`src/rtl/reel_sequencer.sv`:
```
// rtl/reel_sequencer.sv - three-reel spin sequencer with staggered stops, win flash and credit latches
// Optional CREDIT_GATE_EN: refuse spins while the latched credit balance is zero.
module reel_sequencer #(
    parameter int STEP_CYCLES    = 1000000,
    parameter int NUM_SYMBOLS    = 10,
    parameter int MIN_SPIN_STEPS = 24,
    parameter int STAGGER_STEPS  = 8,
    parameter int FLASH_STEPS    = 16
) (
    input  logic        clk,
    input  logic        reset_n,
    input  logic [3:0]  reel1_idx,
    input  logic [3:0]  reel2_idx,
    input  logic [3:0]  reel3_idx,
    input  logic        start_spin,
    input  logic [11:0] win_credits,
    input  logic        is_win,
    input  logic [11:0] total_credits,
    input  logic        is_total,
    output logic [3:0]  reel1_pos,
    output logic [3:0]  reel2_pos,
    output logic [3:0]  reel3_pos,
    output logic [2:0]  reel_moving,
    output logic        busy,
    output logic        spin_done,
    output logic        win_lamp,
    output logic [11:0] win_display,
    output logic [11:0] credit_display
);

    localparam int PW = (STEP_CYCLES > 1) ? $clog2(STEP_CYCLES) : 1;
    localparam int CW = 16;
    localparam logic [PW-1:0] PRESC_LAST = PW'(STEP_CYCLES - 1);
    localparam logic [CW-1:0] MIN_C      = CW'(MIN_SPIN_STEPS);
    localparam logic [CW-1:0] STAG_C     = CW'(STAGGER_STEPS);
    localparam logic [CW-1:0] FLASH_LAST = CW'(FLASH_STEPS - 1);
    localparam logic [3:0]    SYM_LAST   = 4'(NUM_SYMBOLS - 1);

    localparam logic [1:0] S_IDLE   = 2'd0;
    localparam logic [1:0] S_SPIN   = 2'd1;
    localparam logic [1:0] S_RESULT = 2'd2;
    localparam logic [1:0] S_FLASH  = 2'd3;

    logic [1:0]       state;
    logic [PW-1:0]    presc;
    logic [CW-1:0]    step_cnt;
    logic [CW-1:0]    stop1;
    logic [CW-1:0]    stop2;
    logic [2:0][3:0]  pos_q;
    logic [2:0][3:0]  tgt_q;
    logic [2:0][3:0]  pos_adv;
    logic [2:0][3:0]  tgt_clip;
    logic [2:0]       stop_now;
    logic [CW-1:0]    n_next;
    logic             tick;
    logic             accept;
    logic             gate_ok;

`ifdef CREDIT_GATE_EN
    assign gate_ok = (credit_display != 12'd0);
`else
    assign gate_ok = 1'b1;
`endif

    assign tick   = ((state == S_SPIN) || (state == S_FLASH)) && (presc == PRESC_LAST);
    assign accept = (state == S_IDLE) && start_spin && gate_ok;
    assign n_next = step_cnt + CW'(1);

    assign reel1_pos = pos_q[0];
    assign reel2_pos = pos_q[1];
    assign reel3_pos = pos_q[2];
    assign busy      = (state != S_IDLE);
    assign spin_done = (state == S_RESULT);

    always_comb begin
        tgt_clip[0] = (32'(reel1_idx) >= NUM_SYMBOLS) ? 4'd0 : reel1_idx;
        tgt_clip[1] = (32'(reel2_idx) >= NUM_SYMBOLS) ? 4'd0 : reel2_idx;
        tgt_clip[2] = (32'(reel3_idx) >= NUM_SYMBOLS) ? 4'd0 : reel3_idx;
        for (int k = 0; k < 3; k++) begin
            pos_adv[k] = (pos_q[k] == SYM_LAST) ? 4'd0 : pos_q[k] + 4'd1;
        end
        // A later reel may only stop once its predecessor has already stopped on an earlier tick.
        stop_now[0] = reel_moving[0] && (n_next >= MIN_C) && (pos_adv[0] == tgt_q[0]);
        stop_now[1] = reel_moving[1] && !reel_moving[0] && (n_next >= stop1 + STAG_C)
                      && (pos_adv[1] == tgt_q[1]);
        stop_now[2] = reel_moving[2] && !reel_moving[1] && (n_next >= stop2 + STAG_C)
                      && (pos_adv[2] == tgt_q[2]);
    end

    always_ff @(posedge clk or negedge reset_n) begin
        if (!reset_n) begin
            state          <= S_IDLE;
            presc          <= '0;
            step_cnt       <= '0;
            stop1          <= '0;
            stop2          <= '0;
            pos_q          <= '0;
            tgt_q          <= '0;
            reel_moving    <= 3'b000;
            win_lamp       <= 1'b0;
            win_display    <= 12'd0;
            credit_display <= 12'd0;
        end else begin
            if ((state == S_SPIN) || (state == S_FLASH)) begin
                presc <= tick ? '0 : presc + PW'(1);
            end else begin
                presc <= '0;
            end

            case (state)
                S_IDLE: begin
                    if (accept) begin
                        tgt_q       <= tgt_clip;
                        step_cnt    <= '0;
                        reel_moving <= 3'b111;
                        state       <= S_SPIN;
                    end
                end
                S_SPIN: begin
                    if (tick) begin
                        step_cnt <= n_next;
                        for (int k = 0; k < 3; k++) begin
                            if (reel_moving[k]) pos_q[k] <= pos_adv[k];
                        end
                        reel_moving <= reel_moving & ~stop_now;
                        if (stop_now[0]) stop1 <= n_next;
                        if (stop_now[1]) stop2 <= n_next;
                        if (stop_now[2]) state <= S_RESULT;
                    end
                end
                S_RESULT: begin
                    step_cnt <= '0;
                    win_lamp <= 1'b0;
                    state    <= (win_display != 12'd0) ? S_FLASH : S_IDLE;
                end
                default: begin
                    if (tick) begin
                        if (step_cnt == FLASH_LAST) begin
                            win_lamp <= 1'b0;
                            state    <= S_IDLE;
                        end else begin
                            win_lamp <= ~win_lamp;
                            step_cnt <= n_next;
                        end
                    end
                end
            endcase

            // A simultaneous win report takes priority over the clear on spin start.
            if (is_win) begin
                win_display <= win_credits;
            end else if (accept) begin
                win_display <= 12'd0;
            end
            if (is_total) credit_display <= total_credits;
        end
    end

endmodule
```
`config.mk`:
```
export PLATFORM = sky130hd
export DESIGN_NAME = reel_sequencer
export DESIGN_NICKNAME = d
export VERILOG_FILES = /design/src/rtl/reel_sequencer.sv
export SDC_FILE = /design/constraint.sdc
export NUM_CORES = 1
export LEC_CHECK = 0
export CORE_ASPECT_RATIO = 1.4
export CORE_UTILIZATION = 49
export DETAILED_ROUTE_END_ITERATION = 8
export GPL_TIMING_DRIVEN = 0
export PLACE_DENSITY = 0.71
export SLEW_MARGIN = 20
export SYNTH_ARGS = -nofsm -noshare
export SYNTH_HDL_FRONTEND = slang
export SYNTH_SLANG_ARGS = --single-unit
```
`constraint.sdc`:
```
create_clock -name clk -period 8.9 [get_ports clk]
set_input_delay 2.67 -clock clk [delete_from_list [all_inputs] [get_ports clk]]
set_output_delay 2.67 -clock clk [all_outputs]
set_load 0.05 [all_outputs]
```
* Word-level counts from Yosys, hierarchy flattened
Index checks and enable logic that the tools add are counted.
W data, S select, Z words.
** Word-level totals
- Flip-flop bits (word level) :: 122
- Output and inout bits :: 42
- Word-level logic and storage cells :: 107
** Cells by class
- Add/subtract/negate cells :: 7
- Order comparisons :: 6
- Equal/unequal tests :: 15
- Muxes and demuxes :: 28
- Bitwise gates (word level) :: 4
- Reductions and logical operators :: 32
** Operators by type and width (count)
- $mux W16 :: 4
- $pmux W16 S3 :: 1
- $mux W20 :: 2
- $add A16 B4 Y16 const B :: 2
- $ge A16 B16 Y1 :: 2
- $mux W12 :: 2
- $mux W4 :: 6
- $add A20 B1 Y20 const B :: 1
- $eq A20 B20 Y1 const B :: 1
- $reduce_and A3 Y1 :: 6
- $add A16 B1 Y16 const B :: 1
- $eq A16 B4 Y1 const B :: 1
- $ge A16 B5 Y1 const B :: 1
- $add A4 B1 Y4 const B :: 3
- $eq A4 B4 Y1 :: 3
- $eq A4 B4 Y1 const B :: 3
- $ge A4 B4 Y1 const B :: 3
- $mux W2 :: 6
- $reduce_bool A12 Y1 :: 1
- $logic_and A1 B1 Y1 :: 10
- $reduce_bool A2 Y1 :: 4
- $mux W3 :: 2
- $ne A2 B2 Y1 const B :: 3
- $pmux W2 S3 :: 1
- other kinds (18) :: 23

* Logic depth before layout (Yosys ltp)
- Word-level depth :: 8
- Gate-level depth with buffers :: 13
- Gate-level depth less buffers :: 12

* Worst setup path before layout
No wires, ideal clock.
- Kind :: reg-to-output
- Start point :: register state[0]
- End point :: output port busy
- Arrival :: 1216 ps
- Required time :: 6230 ps
- Path slack :: 5014 ps
- Cell stages (with the launch flop) :: 5
- Path buffers :: 1
- Cell sequence :: dfrtp_1 inv_1 ha_1 clkbuf_1 inv_1
** Between the ends
- Cells in the longest elaborated chain, start to end :: 1
** RTL lines
- start, declared :: line 44 : logic [1:0] state;
- start signal, assigned :: line 134 : state <= (win_display != 12'd0) ? S_FLASH : S_IDLE;
- $reduce_bool A2 Y1 :: line 72 : assign busy = (state != S_IDLE);
- end, declared :: line 24 : output logic busy,
Every way passes these cells.

* Worst setup path in the final report
Ends and elaborated chain as after synthesis.

==> reports/metrics.cfg <==
[synthesis]
synth-edff-count = 0
yosys_warnings = 0
ys_ff_latch = 122
synth_fp_nets = 839
ys_async_sr_fraction_pct = 100.0
syn_avg_cell_area_um2 = 9.554
seq_area_frac_synth_pct = 42.27
synth.distinct_cells = 63
syn-cell-area_mm2 = 0.007223
synthCells = 756
ys.flop_type = dfrtp_1

[clock_tree]
cts.reportedPaths.clkPinSlew_ns = 0.06
cts_buffers = 17
root_buffer = clkbuf_16
post_cts_buffers = 0
cts_tree = built
cts_sinks = 122
cts.path.max_buffers = 2
htreeDepth = 4
cts_resized = 0
cts_hold_buf = 0
clk_latency_ns = 0.43

[floorplanning]
core_mm2 = 0.01444
die_h_um = 145.7
rows = 52
dieArea_mm2 = 0.01524
start_util_pct = 50.01
ios = 83
chipWidth_um = 104.6

[finish]
final_util_pct = 61.57
final_cell_mix = dfrtp_1 (122), nand2_1 (99), clkdlybuf4s50_1 (81)
seq_area_mm2 = 0.003053
multiInputGateArea_mm2 = 0.003958
fin_area_mm2 = 0.008894
drive_above_1_share_pct = 9.529
nFillCells = 1233
final_common_cell = dfrtp_1
syn_to_final_growth_pct = 23.12
antenna_cells = 0
nets = 941

[critical_path]
critPathMaxFanout = 8
r2r-start = step_cnt[0]$_DFFE_PN0P_
cp_data_required_time_ns = 6.23
end_kind = output port
cp.arrival_ns = 2.48
reg2reg_slack_ns = 4.45
cp-start-kind = flop
reg2reg_to = stop2[13]$_DFFE_PN0P_
r2r_cells = 12
path_class = flop to output port

[outcome]
status = complete, no violations

[sta]
max_freq_mhz = 194.3
holdWs_ns = 0.4998
tightest_slew_ns = 0.8205
tns_ns = 0
slew_headroom_pct = 44.97
hold_viol_final = 0
period_minus_slack_ns = 5.148
fin_crit_sh_pct = 57.84
rsz0062_at_grt = false
finalSetupViolations = 0
slew_viol_final = 0
fin_ws_ns = 3.752
clock_skew_ns = 0.01044

[global_route]
grt_pass1_vias = 6268
grt_pass1_wl_um = 30330
grt_usage_pct = 24.83
grt_max_degree = 70
antenna_found_initial = 0
grt-ovfl-total = 0

[route]
drtIter0Drc = 233
drc = 0
dr.pass1.iters = 4
routed_wl_um = 17580
vias = 6035
drtAntennaViolNets = 0
avgRoutedWirePerCell_um = 16.59
avgViaCountPerCell = 5.693

[run]
maxCapViolCount = 0

[pwr]
max-vdd-ir-drop_uv = 137.5
power_density_mw_per_mm2 = 153.5
p_leak_uw = 0.003911

[placed_design]
place_area_mm2 = 0.008309
place_hpwl_um = 13210
pre_cts_ws_ns = 4.203
io_buffers = 82
gp_congestion = 0.8809

[worst_hold_path]
hold_class = flop to flop
hp-start = tgt_q[6]$_DFFE_PN0P_
whs_endpoint = tgt_q[6]$_DFFE_PN0P_
hold_depth = 2

## cells by family after synthesis
kind of cell,after synthesis,synth area share (%)
simple gates,295,20.79
xor+xnor,63,7.639
mux,47,7.241
fa+ha+maj,42,7.275
buf+inv,54,2.945
flops,122,42.27
compound gates,133,11.85
## layer usage
metal / wire [um] / track usage (%) / part of all wire [%] / vias to the layer above
met5: 0 / 0 / 0 / -
met4: 422 / 9.085 / 2.4 / 0
met3: 886 / 6.897 / 5.0 / 28
met2: 9391 / 45.10 / 53 / 144
met1: 6881 / 27.42 / 39 / 2942
li1: - / - / - / 2921
## cell usage after synthesis, drive strengths merged (3+ instances only)
library cell,instances,share of area [%]
a21oi,18,1.2
and4,5,0.61
o211ai,6,0.62
nor2,39,2.0
or3,8,0.69
clkbuf,25,1.3
buf,4,0.35
nor3,15,1.2
nor4,10,0.87
mux2i,5,0.69
and3b,5,0.61
and3,12,1.0
dfrtp,122,42
xor2,36,4.4
a21o,4,0.42
nand4,20,1.8
or2,4,0.35
a22o,4,0.48
o21ai,62,4.3
nand3,37,2.6
a31oi,4,0.43
xnor2,27,3.3
nand2b,17,1.5
o2111ai,4,0.48
inv,25,1.3
or4,4,0.47
nand3b,3,0.31
nand2,100,5.2
nor2b,10,0.87
o31ai,8,0.83
ha,42,7.3
mux2,42,6.5
## how the worst max path moves through the flow
stage                              start                             to  slack (ns)  cells past startpoint
floorplan           state[0]$_DFFE_PN0P_                           busy        5.01                      4
global placement                 reset_n  credit_display[1]$_DFFE_PN0P_        0.37                      1
detailed placement  state[0]$_DFFE_PN0P_                           busy        4.20                      5
CTS                 state[0]$_DFFE_PN0P_                           busy        3.75                      5
global route        state[0]$_DFFE_PN0P_                           busy        3.65                      5
finish              state[0]$_DFFE_PN0P_                           busy        3.75                      5
## final cells by class
cell class / count / share of cell area (%)
Multi-Input combinational cell: 580 / 44.50
Sequential cell: 122 / 34.33
Clock buffer: 17 / 4.783
Timing Repair Buffer: 83 / 9.553
Buffer: 29 / 1.337
Clock inverter: 15 / 1.787
Tap cell: 189 / 2.659
Inverter: 25 / 1.055
## sequential cells by signal, summed over array words and instances (netlist names)
signal,count
reel_moving,3
state,2
reel1_pos,4
reel3_pos,4
tgt_q,12
credit_display,12
reel2_pos,4
step_cnt,16
win_lamp,1
win_display,12
stop1,16
presc,20
stop2,16
## critical path, stage by stage, from the launching register on
cell	delay, ns
dfrtp_1	0.43
inv_1	0.15
ha_1	0.22
clkbuf_1	0.19
inv_1	0.23
clkdlybuf4s50_1	0.84
## power breakdown
group,internal (uW),switching (uW)
clock,396,290
combinational,42.3,64.4
sequential,565,7.16
total,1000,362
## metrics by stage
stage,total power (uW),std cells
2_1_floorplan,631.9,756
3_3_place_gp,686.6,1027
3_5_place_dp,690.1,1028
4_1_cts,1376,1060
5_1_grt,1411,1060
6_report,1365,1060
No activity file was read; power rests on OpenSTA's default activity.
==> RTL edit: new RTL, same flow settings <==
Change the localparam `CW` from 16 to 24.
--- a/src/rtl/reel_sequencer.sv
+++ b/src/rtl/reel_sequencer.sv
@@ -29,7 +29,7 @@
 );
 
     localparam int PW = (STEP_CYCLES > 1) ? $clog2(STEP_CYCLES) : 1;
-    localparam int CW = 16;
+    localparam int CW = 24;
     localparam logic [PW-1:0] PRESC_LAST = PW'(STEP_CYCLES - 1);
     localparam logic [CW-1:0] MIN_C      = CW'(MIN_SPIN_STEPS);
     localparam logic [CW-1:0] STAG_C     = CW'(STAGGER_STEPS);
Check against the original RTL: no difference found for any inputs over 10 cycles, from zero or initial values and one cycle with reset_n low; that may be too few to reach the edited logic, so the function may still have changed.
==> RTL edit against the original RTL <==
  * Worst setup slack gained 110 ps
  * Power grew 16%
  * Sequential cell count grew 24
  * Fmax grew 2.1%
  * Cell count grew 23%
  * First-iteration DRC count grew 97%
  * Area after synthesis grew 25%
  * Final area grew 22%
  * Count of clock-buffer cells in the layout is the same
  * Routed wire length grew 22%
  * Worst hold slack lost 26 ps
  * Largest cell class unchanged
==> RTL edit: results (changes against the original RTL) <==
| Metric | Value |
|---|---|
| Result of the run | finished, final reports clean (unchanged) |
| Cell count of the worst hold path | 1 (was 2) |
| Arr. time, crit path | 2370 ps (was 2480 ps) |
| Top fanout value on the critical path | 7 (was 8) |
| Flop2flop setup slack | 4170 ps (was 4450 ps) |
| Area contributors post-synth | sky130_fd_sc_hd__dfrtp_1, sky130_fd_sc_hd__ha_1, sky130_fd_sc_hd__nand2_1 (was sky130_fd_sc_hd__dfrtp_1, sky130_fd_sc_hd__ha_1, sky130_fd_sc_hd__mux2_2) |
| Number of standard cells after synthesis | 951 (was 756) |
| First-pass DRT Iterations | 5 (was 4) |
| Unique masters post-synth | 68 (was 63) |
| Wire length reported by the detailed router | 21.4 mm (was 17.6 mm) |
| Sequential element share of the synthesized area | 40.4% (was 42.3%) |
| Worst Reg2Reg Path Length in Cells | 15 (was 12) |
| Final worst clock skew | 8.68 ps (was 10.4 ps) |
| Maximum number of pins on one net before global-route repair | 79 (was 70) |
| Synth cell count leaders | sky130_fd_sc_hd__dfrtp_1, sky130_fd_sc_hd__nand2_1, sky130_fd_sc_hd__o21ai_0 (unchanged) |
| Iteration-0 DRC Markers | 460 (was 233) |
| Worst Hold Slack | 474 ps (was 500 ps) |
| Vias per std cell | 5.68 (was 5.69) |
| Final weighted congestion in routability-driven placement | 0.856 (was 0.881) |
| Worst setup timing slack at the placement stage | 3570 ps (was 4200 ps) |
| Routed wl met2 | 11.0 mm (was 9.39 mm) |
| Via count of the first global-routing pass | 7219 (was 6268) |
| Count of filler cells inserted in the layout | 1613 (was 1233) |
| Final-stage net count | 1148 (was 941) |
| Met2 usage in global routing | 41.7% (was 45.1%) |
| Fraction of final layout cells with drive strength greater than 1 | 9.66% (was 9.53%) |
| Syn nets | 1046 (was 839) |
| Detailed-routing wirelength on met1 | 8.84 mm (was 6.88 mm) |
| Slew Limit Headroom | 18.7% (was 45.0%) |
| Overall fraction of global-route tracks in use | 23.6% (was 24.8%) |
| Half-perimeter wire length after detailed placement | 15.9 mm (was 13.2 mm) |
| Leak | 4.75 nW (was 3.91 nW) |
-- RTL edit: cell count changes in the layout (fill, tap and decap cells not counted), sizes merged, moves of 6 or more --
cell and delta:
a21oi +6, buf +13, dfrtp +24, ha +12, mux2 +17, nand2 +25, nand3 +11, nor2 +24
nor3 +10, nor4 +7, o21ai +9, xnor2 +19, xor2 +8
-- RTL edit: cell families after synthesis --
logic type	share of synthesized area, %
AO/OA/AOI/OAI	11.4
XOR/XNOR	8.72
adder cells (fa/ha/maj)	7.58
buffers and inverters	3.15
flip-flops	40.4
multiplexers	7.90
AND/OR/NAND/NOR	20.8
-- RTL edit: worst max path at each step --
stage | end | cells after the start | startpoint
2_1_floorplan | step_cnt[11]$_DFFE_PN0P_ | 7 | start_spin
3_3_place_gp | stop2[1]$_DFFE_PN0P_ | 1 | reset_n
3_5_place_dp | step_cnt[12]$_DFFE_PN0P_ | 8 | start_spin
4_1_cts | busy | 4 | state[0]$_DFFE_PN0P_
5_1_grt | busy | 4 | state[0]$_DFFE_PN0P_
6_report | busy | 4 | state[0]$_DFFE_PN0P_
-- RTL edit: power by group --
part | switching [W] | total [W] | internal, W
Clock | 0.000312 | 0.000790 | 0.000479
Sequential | 0.00000647 | 0.000680 | 0.000674
Combinational | 0.0000668 | 0.000109 | 0.0000426
-- RTL edit: cell type report --
class / count / area [µm²] / area share (%)
clock inverter: 15 / 220 / 2.03
sequential: 146 / 3650 / 33.7
timing repair buffer: 83 / 853 / 7.87
clock buffer: 17 / 425 / 3.92
buffer: 40 / 191 / 1.77
tap: 240 / 300 / 2.77
inverter: 25 / 93.8 / 0.865
multi-input combinational: 740 / 5100 / 47.1
